--- src/rtl/mem_pkg.sv ---
// Shared types and constants for the memory-access stage and its alignment helper.
package mem_pkg;

    localparam int unsigned XLEN     = 32;
    localparam int unsigned NBYTES   = XLEN / 8;
    localparam int unsigned RF_AW    = 5;
    localparam int unsigned WBSEL_W  = 2;
    localparam int unsigned FUNCT3_W = 3;
    localparam int unsigned OFF_W    = 2;

    // RISC-V load/store funct3 encodings
    localparam logic [FUNCT3_W-1:0] MASK_B  = 3'b000;
    localparam logic [FUNCT3_W-1:0] MASK_H  = 3'b001;
    localparam logic [FUNCT3_W-1:0] MASK_W  = 3'b010;
    localparam logic [FUNCT3_W-1:0] MASK_BU = 3'b100;
    localparam logic [FUNCT3_W-1:0] MASK_HU = 3'b101;

    typedef enum logic {
        ST_IDLE     = 1'b0,
        ST_WAIT_RSP = 1'b1
    } mem_state_t;

    typedef struct packed {
        logic                reg_wr;
        logic [WBSEL_W-1:0]  sel_wb;
        logic [RF_AW-1:0]    rd;
        logic [XLEN-1:0]     alu_o;
        logic [XLEN-1:0]     pc4;
        logic [XLEN-1:0]     ld_data;
    } memwb_t;

    // Word-aligned address of the access
    function automatic logic [XLEN-1:0] word_addr(input logic [XLEN-1:0] addr);
        return {addr[XLEN-1:OFF_W], OFF_W'(0)};
    endfunction

endpackage

--- src/rtl/mem_stage_if.sv ---
// Data-memory request/response bus: one outstanding request, separate grant and response.
interface mem_stage_if;
    import mem_pkg::*;

    logic                req;
    logic                we;
    logic [XLEN-1:0]     addr;
    logic [NBYTES-1:0]   be;
    logic [XLEN-1:0]     wdata;
    logic                gnt;
    logic                rvalid;
    logic [XLEN-1:0]     rdata;

    modport master (
        output req, we, addr, be, wdata,
        input  gnt, rvalid, rdata
    );

    modport slave (
        input  req, we, addr, be, wdata,
        output gnt, rvalid, rdata
    );

endinterface

--- src/rtl/lsu_align.sv ---
// Combinational load/store alignment: byte enables, store lane replication,
// load extract/extend, and misaligned/illegal-width detection.
module lsu_align
    import mem_pkg::*;
(
    input  logic [FUNCT3_W-1:0] mask,
    input  logic [OFF_W-1:0]    off,
    input  logic [XLEN-1:0]     wr_data,
    input  logic [XLEN-1:0]     rdata,
    output logic [NBYTES-1:0]   be,
    output logic [XLEN-1:0]     wdata,
    output logic [XLEN-1:0]     ld_data,
    output logic                misalign
);

    logic [7:0]  ld_byte;
    logic [15:0] ld_half;

    // Halfword lanes only ever start at byte 0 or 2 once alignment holds
    assign ld_byte = rdata[{off, 3'b000} +: 8];
    assign ld_half = rdata[{off[1], 4'b0000} +: 16];

    always_comb begin
        be       = '0;
        wdata    = wr_data;
        ld_data  = rdata;
        misalign = 1'b0;
        case (mask)
            MASK_B, MASK_BU: begin
                be      = NBYTES'(4'b0001 << off);
                wdata   = {4{wr_data[7:0]}};
                ld_data = (mask == MASK_B) ? {{24{ld_byte[7]}}, ld_byte}
                                           : {24'd0, ld_byte};
            end
            MASK_H, MASK_HU: begin
                misalign = off[0];
                be       = off[0] ? '0 : NBYTES'(4'b0011 << off);
                wdata    = {2{wr_data[15:0]}};
                ld_data  = (mask == MASK_H) ? {{16{ld_half[15]}}, ld_half}
                                            : {16'd0, ld_half};
            end
            MASK_W: begin
                misalign = (off != '0);
                be       = (off != '0) ? '0 : '1;
            end
            default: begin
                misalign = 1'b1;
            end
        endcase
    end

endmodule

--- src/rtl/mem_stage.sv ---
// Memory-access pipeline stage: issues one data-memory transaction per
// load/store, stalls upstream while it is outstanding, and owns MEM/WB.
module mem_stage
    import mem_pkg::*;
(
    input  logic                clk,
    input  logic                rst,

    input  logic                reg_wr_M,
    input  logic                mem_wr_M,
    input  logic                mem_rd_M,
    input  logic [FUNCT3_W-1:0] mem_mask_M,
    input  logic [WBSEL_W-1:0]  sel_wb_M,
    input  logic [XLEN-1:0]     alu_o_M,
    input  logic [XLEN-1:0]     wr_data_M,
    input  logic [RF_AW-1:0]    rd_M,
    input  logic [XLEN-1:0]     PC4_M,

    mem_stage_if.master         dmem,

    output logic                stall_M,
    output logic                misalign_M,

    output logic                reg_wr_W,
    output logic [WBSEL_W-1:0]  sel_wb_W,
    output logic [RF_AW-1:0]    rd_W,
    output logic [XLEN-1:0]     alu_o_W,
    output logic [XLEN-1:0]     PC4_W,
    output logic [XLEN-1:0]     ld_data_W
);

    mem_state_t        state_q, state_d;
    memwb_t            wb_q, wb_d;

    logic [NBYTES-1:0] al_be;
    logic [XLEN-1:0]   al_wdata;
    logic [XLEN-1:0]   al_ld;
    logic              al_mis;

    logic              access;
    logic              bad_access;
    logic              go;

    logic              req;
    logic              we;
    logic [NBYTES-1:0] be;
    logic              stall;
    logic              mis;

    lsu_align u_align (
        .mask     (mem_mask_M),
        .off      (alu_o_M[OFF_W-1:0]),
        .wr_data  (wr_data_M),
        .rdata    (dmem.rdata),
        .be       (al_be),
        .wdata    (al_wdata),
        .ld_data  (al_ld),
        .misalign (al_mis)
    );

    assign access     = mem_rd_M | mem_wr_M;
    assign bad_access = access & al_mis;
    assign go         = access & ~al_mis;

    // State register
    always_ff @(posedge clk or posedge rst) begin
        if (rst) begin
            state_q <= ST_IDLE;
        end else begin
            state_q <= state_d;
        end
    end

    // Next-state logic: loads wait for their response, stores finish on grant
    always_comb begin
        state_d = state_q;
        case (state_q)
            ST_IDLE: begin
                if (go && mem_rd_M && dmem.gnt) begin
                    state_d = ST_WAIT_RSP;
                end
            end
            ST_WAIT_RSP: begin
                if (dmem.rvalid) begin
                    state_d = ST_IDLE;
                end
            end
            default: state_d = ST_IDLE;
        endcase
    end

    // Output logic; everything is forced quiet while reset is asserted
    always_comb begin
        req   = 1'b0;
        we    = 1'b0;
        be    = '0;
        stall = 1'b0;
        mis   = 1'b0;
        if (!rst) begin
            mis = bad_access;
            case (state_q)
                ST_IDLE: begin
                    if (go) begin
                        req   = 1'b1;
                        we    = mem_wr_M;
                        be    = al_be;
                        stall = mem_rd_M | ~dmem.gnt;
                    end
                end
                ST_WAIT_RSP: begin
                    stall = ~dmem.rvalid;
                end
                default: ;
            endcase
        end
    end

    assign dmem.req   = req;
    assign dmem.we    = we;
    assign dmem.be    = be;
    assign dmem.addr  = word_addr(alu_o_M);
    assign dmem.wdata = al_wdata;
    assign stall_M    = stall;
    assign misalign_M = mis;

    // MEM/WB payload: bubble while stalled or when the access is rejected
    always_comb begin
        wb_d = '0;
        if (!stall && !bad_access) begin
            wb_d.reg_wr  = reg_wr_M;
            wb_d.sel_wb  = sel_wb_M;
            wb_d.rd      = rd_M;
            wb_d.alu_o   = alu_o_M;
            wb_d.pc4     = PC4_M;
            wb_d.ld_data = mem_rd_M ? al_ld : '0;
        end
    end

    always_ff @(posedge clk or posedge rst) begin
        if (rst) begin
            wb_q <= '0;
        end else begin
            wb_q <= wb_d;
        end
    end

    assign reg_wr_W  = wb_q.reg_wr;
    assign sel_wb_W  = wb_q.sel_wb;
    assign rd_W      = wb_q.rd;
    assign alu_o_W   = wb_q.alu_o;
    assign PC4_W     = wb_q.pc4;
    assign ld_data_W = wb_q.ld_data;

endmodule

--- src/flat_wrapper.sv ---
// flat-port wrapper written by rule: the top's interface ports become plain ports
module mem_stage_flat import mem_pkg::*;
  (clk, rst, reg_wr_M, mem_wr_M, mem_rd_M, mem_mask_M, sel_wb_M, alu_o_M, wr_data_M, rd_M, PC4_M, stall_M, misalign_M, reg_wr_W, sel_wb_W, rd_W, alu_o_W, PC4_W, ld_data_W, dmem_req, dmem_we, dmem_addr, dmem_be, dmem_wdata, dmem_gnt, dmem_rvalid, dmem_rdata);
  mem_stage_if dmem_i ();
  input  logic clk;
  input  logic rst;
  input  logic reg_wr_M;
  input  logic mem_wr_M;
  input  logic mem_rd_M;
  input  logic [FUNCT3_W-1:0] mem_mask_M;
  input  logic [WBSEL_W-1:0] sel_wb_M;
  input  logic [XLEN-1:0] alu_o_M;
  input  logic [XLEN-1:0] wr_data_M;
  input  logic [RF_AW-1:0] rd_M;
  input  logic [XLEN-1:0] PC4_M;
  output logic stall_M;
  output logic misalign_M;
  output logic reg_wr_W;
  output logic [WBSEL_W-1:0] sel_wb_W;
  output logic [RF_AW-1:0] rd_W;
  output logic [XLEN-1:0] alu_o_W;
  output logic [XLEN-1:0] PC4_W;
  output logic [XLEN-1:0] ld_data_W;
  output wire logic [$bits(dmem_i.req)-1:0] dmem_req;
  output wire logic [$bits(dmem_i.we)-1:0] dmem_we;
  output wire logic [$bits(dmem_i.addr)-1:0] dmem_addr;
  output wire logic [$bits(dmem_i.be)-1:0] dmem_be;
  output wire logic [$bits(dmem_i.wdata)-1:0] dmem_wdata;
  input wire logic [$bits(dmem_i.gnt)-1:0] dmem_gnt;
  input wire logic [$bits(dmem_i.rvalid)-1:0] dmem_rvalid;
  input wire logic [$bits(dmem_i.rdata)-1:0] dmem_rdata;
  assign dmem_req = dmem_i.req;
  assign dmem_we = dmem_i.we;
  assign dmem_addr = dmem_i.addr;
  assign dmem_be = dmem_i.be;
  assign dmem_wdata = dmem_i.wdata;
  assign dmem_i.gnt = dmem_gnt;
  assign dmem_i.rvalid = dmem_rvalid;
  assign dmem_i.rdata = dmem_rdata;
  mem_stage u_core (.clk(clk), .rst(rst), .reg_wr_M(reg_wr_M), .mem_wr_M(mem_wr_M), .mem_rd_M(mem_rd_M), .mem_mask_M(mem_mask_M), .sel_wb_M(sel_wb_M), .alu_o_M(alu_o_M), .wr_data_M(wr_data_M), .rd_M(rd_M), .PC4_M(PC4_M), .dmem(dmem_i), .stall_M(stall_M), .misalign_M(misalign_M), .reg_wr_W(reg_wr_W), .sel_wb_W(sel_wb_W), .rd_W(rd_W), .alu_o_W(alu_o_W), .PC4_W(PC4_W), .ld_data_W(ld_data_W));
endmodule
--- config.mk ---
export PLATFORM = sky130hd
export DESIGN_NAME = mem_stage_flat
export DESIGN_NICKNAME = d
export VERILOG_FILES = /design/src/rtl/mem_pkg.sv /design/src/rtl/mem_stage_if.sv /design/src/rtl/lsu_align.sv /design/src/rtl/mem_stage.sv /design/src/flat_wrapper.sv
export SDC_FILE = /design/constraint.sdc
export NUM_CORES = 1
export LEC_CHECK = 0
export CORE_ASPECT_RATIO = 0.5
export CORE_MARGIN = 5
export CORE_UTILIZATION = 39
export DETAILED_ROUTE_END_ITERATION = 16
export GPL_ROUTABILITY_DRIVEN = 0
export GPL_TIMING_DRIVEN = 0
export PLACE_DENSITY = 0.87
export SKIP_CTS_REPAIR_TIMING = 1
export SYNTH_ARGS = -nofsm -noshare
export SYNTH_HDL_FRONTEND = slang
export SYNTH_SLANG_ARGS = --single-unit
--- constraint.sdc ---
create_clock -name clk -period 7.5 [get_ports clk]
set_input_delay 1.125 -clock clk [delete_from_list [all_inputs] [get_ports clk]]
set_output_delay 1.125 -clock clk [all_outputs]
set_load 0.01 [all_outputs]
==> flow_metrics.tcl <==
set metrics [dict create \
    ys_top_cells_by_count "dfrtp_1 (105), and2_1 (73), buf_4 (41)" \
    dpl.cell_count 894 \
    synth_edf_count 0 \
    pwr_density_cell_nw_per_um2 172 \
    cts_max_path_buffers 2 \
    antenna_found_initial 0 \
    antenna_cells 0 \
    nets 885 \
    cts-buffers-inserted 9 \
    synth.most_common_cell "dfrtp_1" \
    grtUsageTotal_pct 21.5 \
    drtIter0Drc 310 \
    cp_max_fo 7 \
    grt_max_degree 66 \
    ys_top_cells_by_area "dfrtp_1 (55%), and2_1 (9.5%), buf_4 (6.4%)" \
    cts_tree "done" \
    seq_area_frac_synth_pct 54.8 \
    ys_types 44 \
    cp_common_cell "clkdlybuf4s50_1" \
    fin_skew_ns 0.00479 \
    layoutNonFillerInstCount 910 \
    fillCellCount 848 \
    yosys_warnings 0 \
    antenna_left 0 \
    route.detailed.drc 0 \
    grt_pass1_vias 4615 \
    avgSynthCellArea_um2 11.6 \
    vias_per_cell 4.71 \
    cp_slowest_cell "clkdlybuf4s50_1" \
    start_util_pct 40.3 \
    row_count 28 \
    critical-path-max-stage-delay_ns 0.60 \
    status "completed" \
    wirelength_mm 16.3 \
    syn_inst 412 \
    tns_ns 0 \
    firstDrtPassIters 6 \
    coreArea_um2 11900 \
    ys_async_sr_fraction_pct 100 \
    fin_crit_ns 4.44 \
    ir_worst_vdd_v 0.000111 \
    drv_slew 0 \
    critPathRequiredTime_ns 6.38 \
    hold_path_class "flop to flop" \
    worst_setup_path_end_kind "primary output" \
    post-route-period-util_pct 59.3 \
    worstSetupPathType "primary input to primary output" \
    max_freq_ghz 0.225 \
    startpoint_type "primary input" \
    path_clk_slew_ns 0.07 \
    cts_sinks 105 \
    fp.dieH_um 88.4 \
    root_buffer "clkbuf_16" \
    dp_hpwl_mm 13.2 \
    hold_viol 0 \
    die-area_um2 14700 \
    rrSetupSlack_ns 6.00 \
    synth_area_um2 4790 \
    power_leakage_nw 3.74 \
    vias 4288 \
    yosysTopAreaCellShare_pct 54.8 \
    hold_ws_ns 0.578 \
    setup_viol 0 \
    synth_seq_cells 105 \
    insertion_delay_ns 0.34 \
    routedWlPerCell_um 17.9 \
    syn_to_final_growth_pct 77.3 \
    drive_gt1_share_pct 16.1 \
    grt_pass1_wl_mm 24.8 \
    cp_cell_sequence "clkdlybuf4s50_1 > o31ai_4 > nand3_1 > nor3_1 > clkdlybuf4s50_1" \
    htree_num_levels 3 \
    slew_headroom_pct 60.5 \
    rsz0062_at_grt "no" \
    maxCapViolations 0 \
    worst_pin_slew_ns 0.593 \
    arrival_ns 3.32 \
    synthFlopType "dfrtp_1" \
    io_buffers 315 \
    overflow 0 \
    synth_top_cell_by_area "dfrtp_1" \
    die_w_um 167 \
    ioPinCount 321 \
]
## per-layer routing
| metal | vias to the layer above | routed length [µm] | GRT usage (%) |
|---|---|---|---|
| met2 | 224 | 8780 | 41.3 |
| met5 | - | 0 | 0 |
| li1 | 1990 | - | - |
| met4 | 0 | 498 | 8.17 |
| met3 | 34 | 1160 | 5.93 |
| met1 | 2040 | 5880 | 23.3 |
## stage by stage
| step | utilization (%) | worst slack [ns] | area [µm²] | power, mW |
|---|---|---|---|---|
| floorplan | - | 3.31 | 4800 | 0.768 |
| global route | 71.4 | 2.93 | 8500 | 1.53 |
| finish | 71.4 | 3.06 | 8500 | 1.46 |
| CTS | 71.4 | 3.08 | 8500 | 1.48 |
| detailed placement | 68.7 | 3.09 | 8190 | 0.994 |
| global placement | 68.5 | 1.73 | 8160 | 0.985 |
## layout make-up
| type | count | area [µm²] | area share [%] |
|---|---|---|---|
| repair buffers | 316 | 3180 | 37.4 |
| plain buffers | 65 | 480 | 5.65 |
| inverters | 21 | 81.3 | 0.957 |
| flip-flops and latches | 105 | 2630 | 30.9 |
| clock inverters | 6 | 75.1 | 0.883 |
| well taps | 165 | 206 | 2.43 |
| multi-input cells | 222 | 1610 | 19.0 |
| clock buffers | 10 | 239 | 2.81 |
## flip-flops by register name (all words and copies together), names as in the netlist
name	cells
u_core.PC4_W	32
u_core.alu_o_W	32
u_core.ld_data_W	32
u_core.rd_W	5
u_core.sel_wb_W	2
u_core.reg_wr_W	1
u_core.state_q	1
## cells in the final DEF, fill, tap and decap left out, types with 4 or more instances in the layout
cell type,instances
a21oi_2,11
buf_6,10
a21oi_1,15
nor3_1,4
clkbuf_1,7
a22oi_1,8
nor2_1,13
buf_2,4
mux2_2,25
inv_1,19
clkdlybuf4s50_1,315
a22o_1,8
o21ai_0,11
a222oi_1,7
nand2_1,9
clkbuf_16,9
dfrtp_1,105
mux2i_1,9
and2_1,73
buf_4,41
## where the power goes
group          switching [mW]  internal [mW]
registers             0.00958          0.599
clock network           0.208          0.273
logic                   0.148          0.225
total                   0.366           1.10
## final timing paths
kind,from,endpoint,cells after the start
worst max-delay path,mem_mask_M[2],dmem_be[2],5
worst min-delay path,u_core.state_q$_DFF_PP0_,u_core.state_q$_DFF_PP0_,1
worst max register to register,u_core.state_q$_DFF_PP0_,u_core.alu_o_W[17]$_DFF_PP0_,5
worst min register to register,u_core.state_q$_DFF_PP0_,u_core.state_q$_DFF_PP0_,1
max in group asynchronous,rst,u_core.ld_data_W[23]$_DFF_PP0_,3
min in group asynchronous,rst,u_core.state_q$_DFF_PP0_,2
## cells by family (layout without fill, tap and decap cells)
kind of cell | Yosys count | in the layout | synth area share, %
AOI/OAI and AO/OA | 72 | 72 | 11.6
buffers and inverters | 86 | 418 | 11.7
DFF | 105 | 105 | 54.8
muxes | 35 | 35 | 7.99
other | 1 | 2 | 0.0782
and+or+nand+nor | 113 | 113 | 13.9
## critical path: cells and delay by family
family / cells / cell delay [ns]
buf+inv: 2 / 1.14
compound gates: 1 / 0.43
simple gates: 2 / 0.62
(Power assumes the default switching activity.)
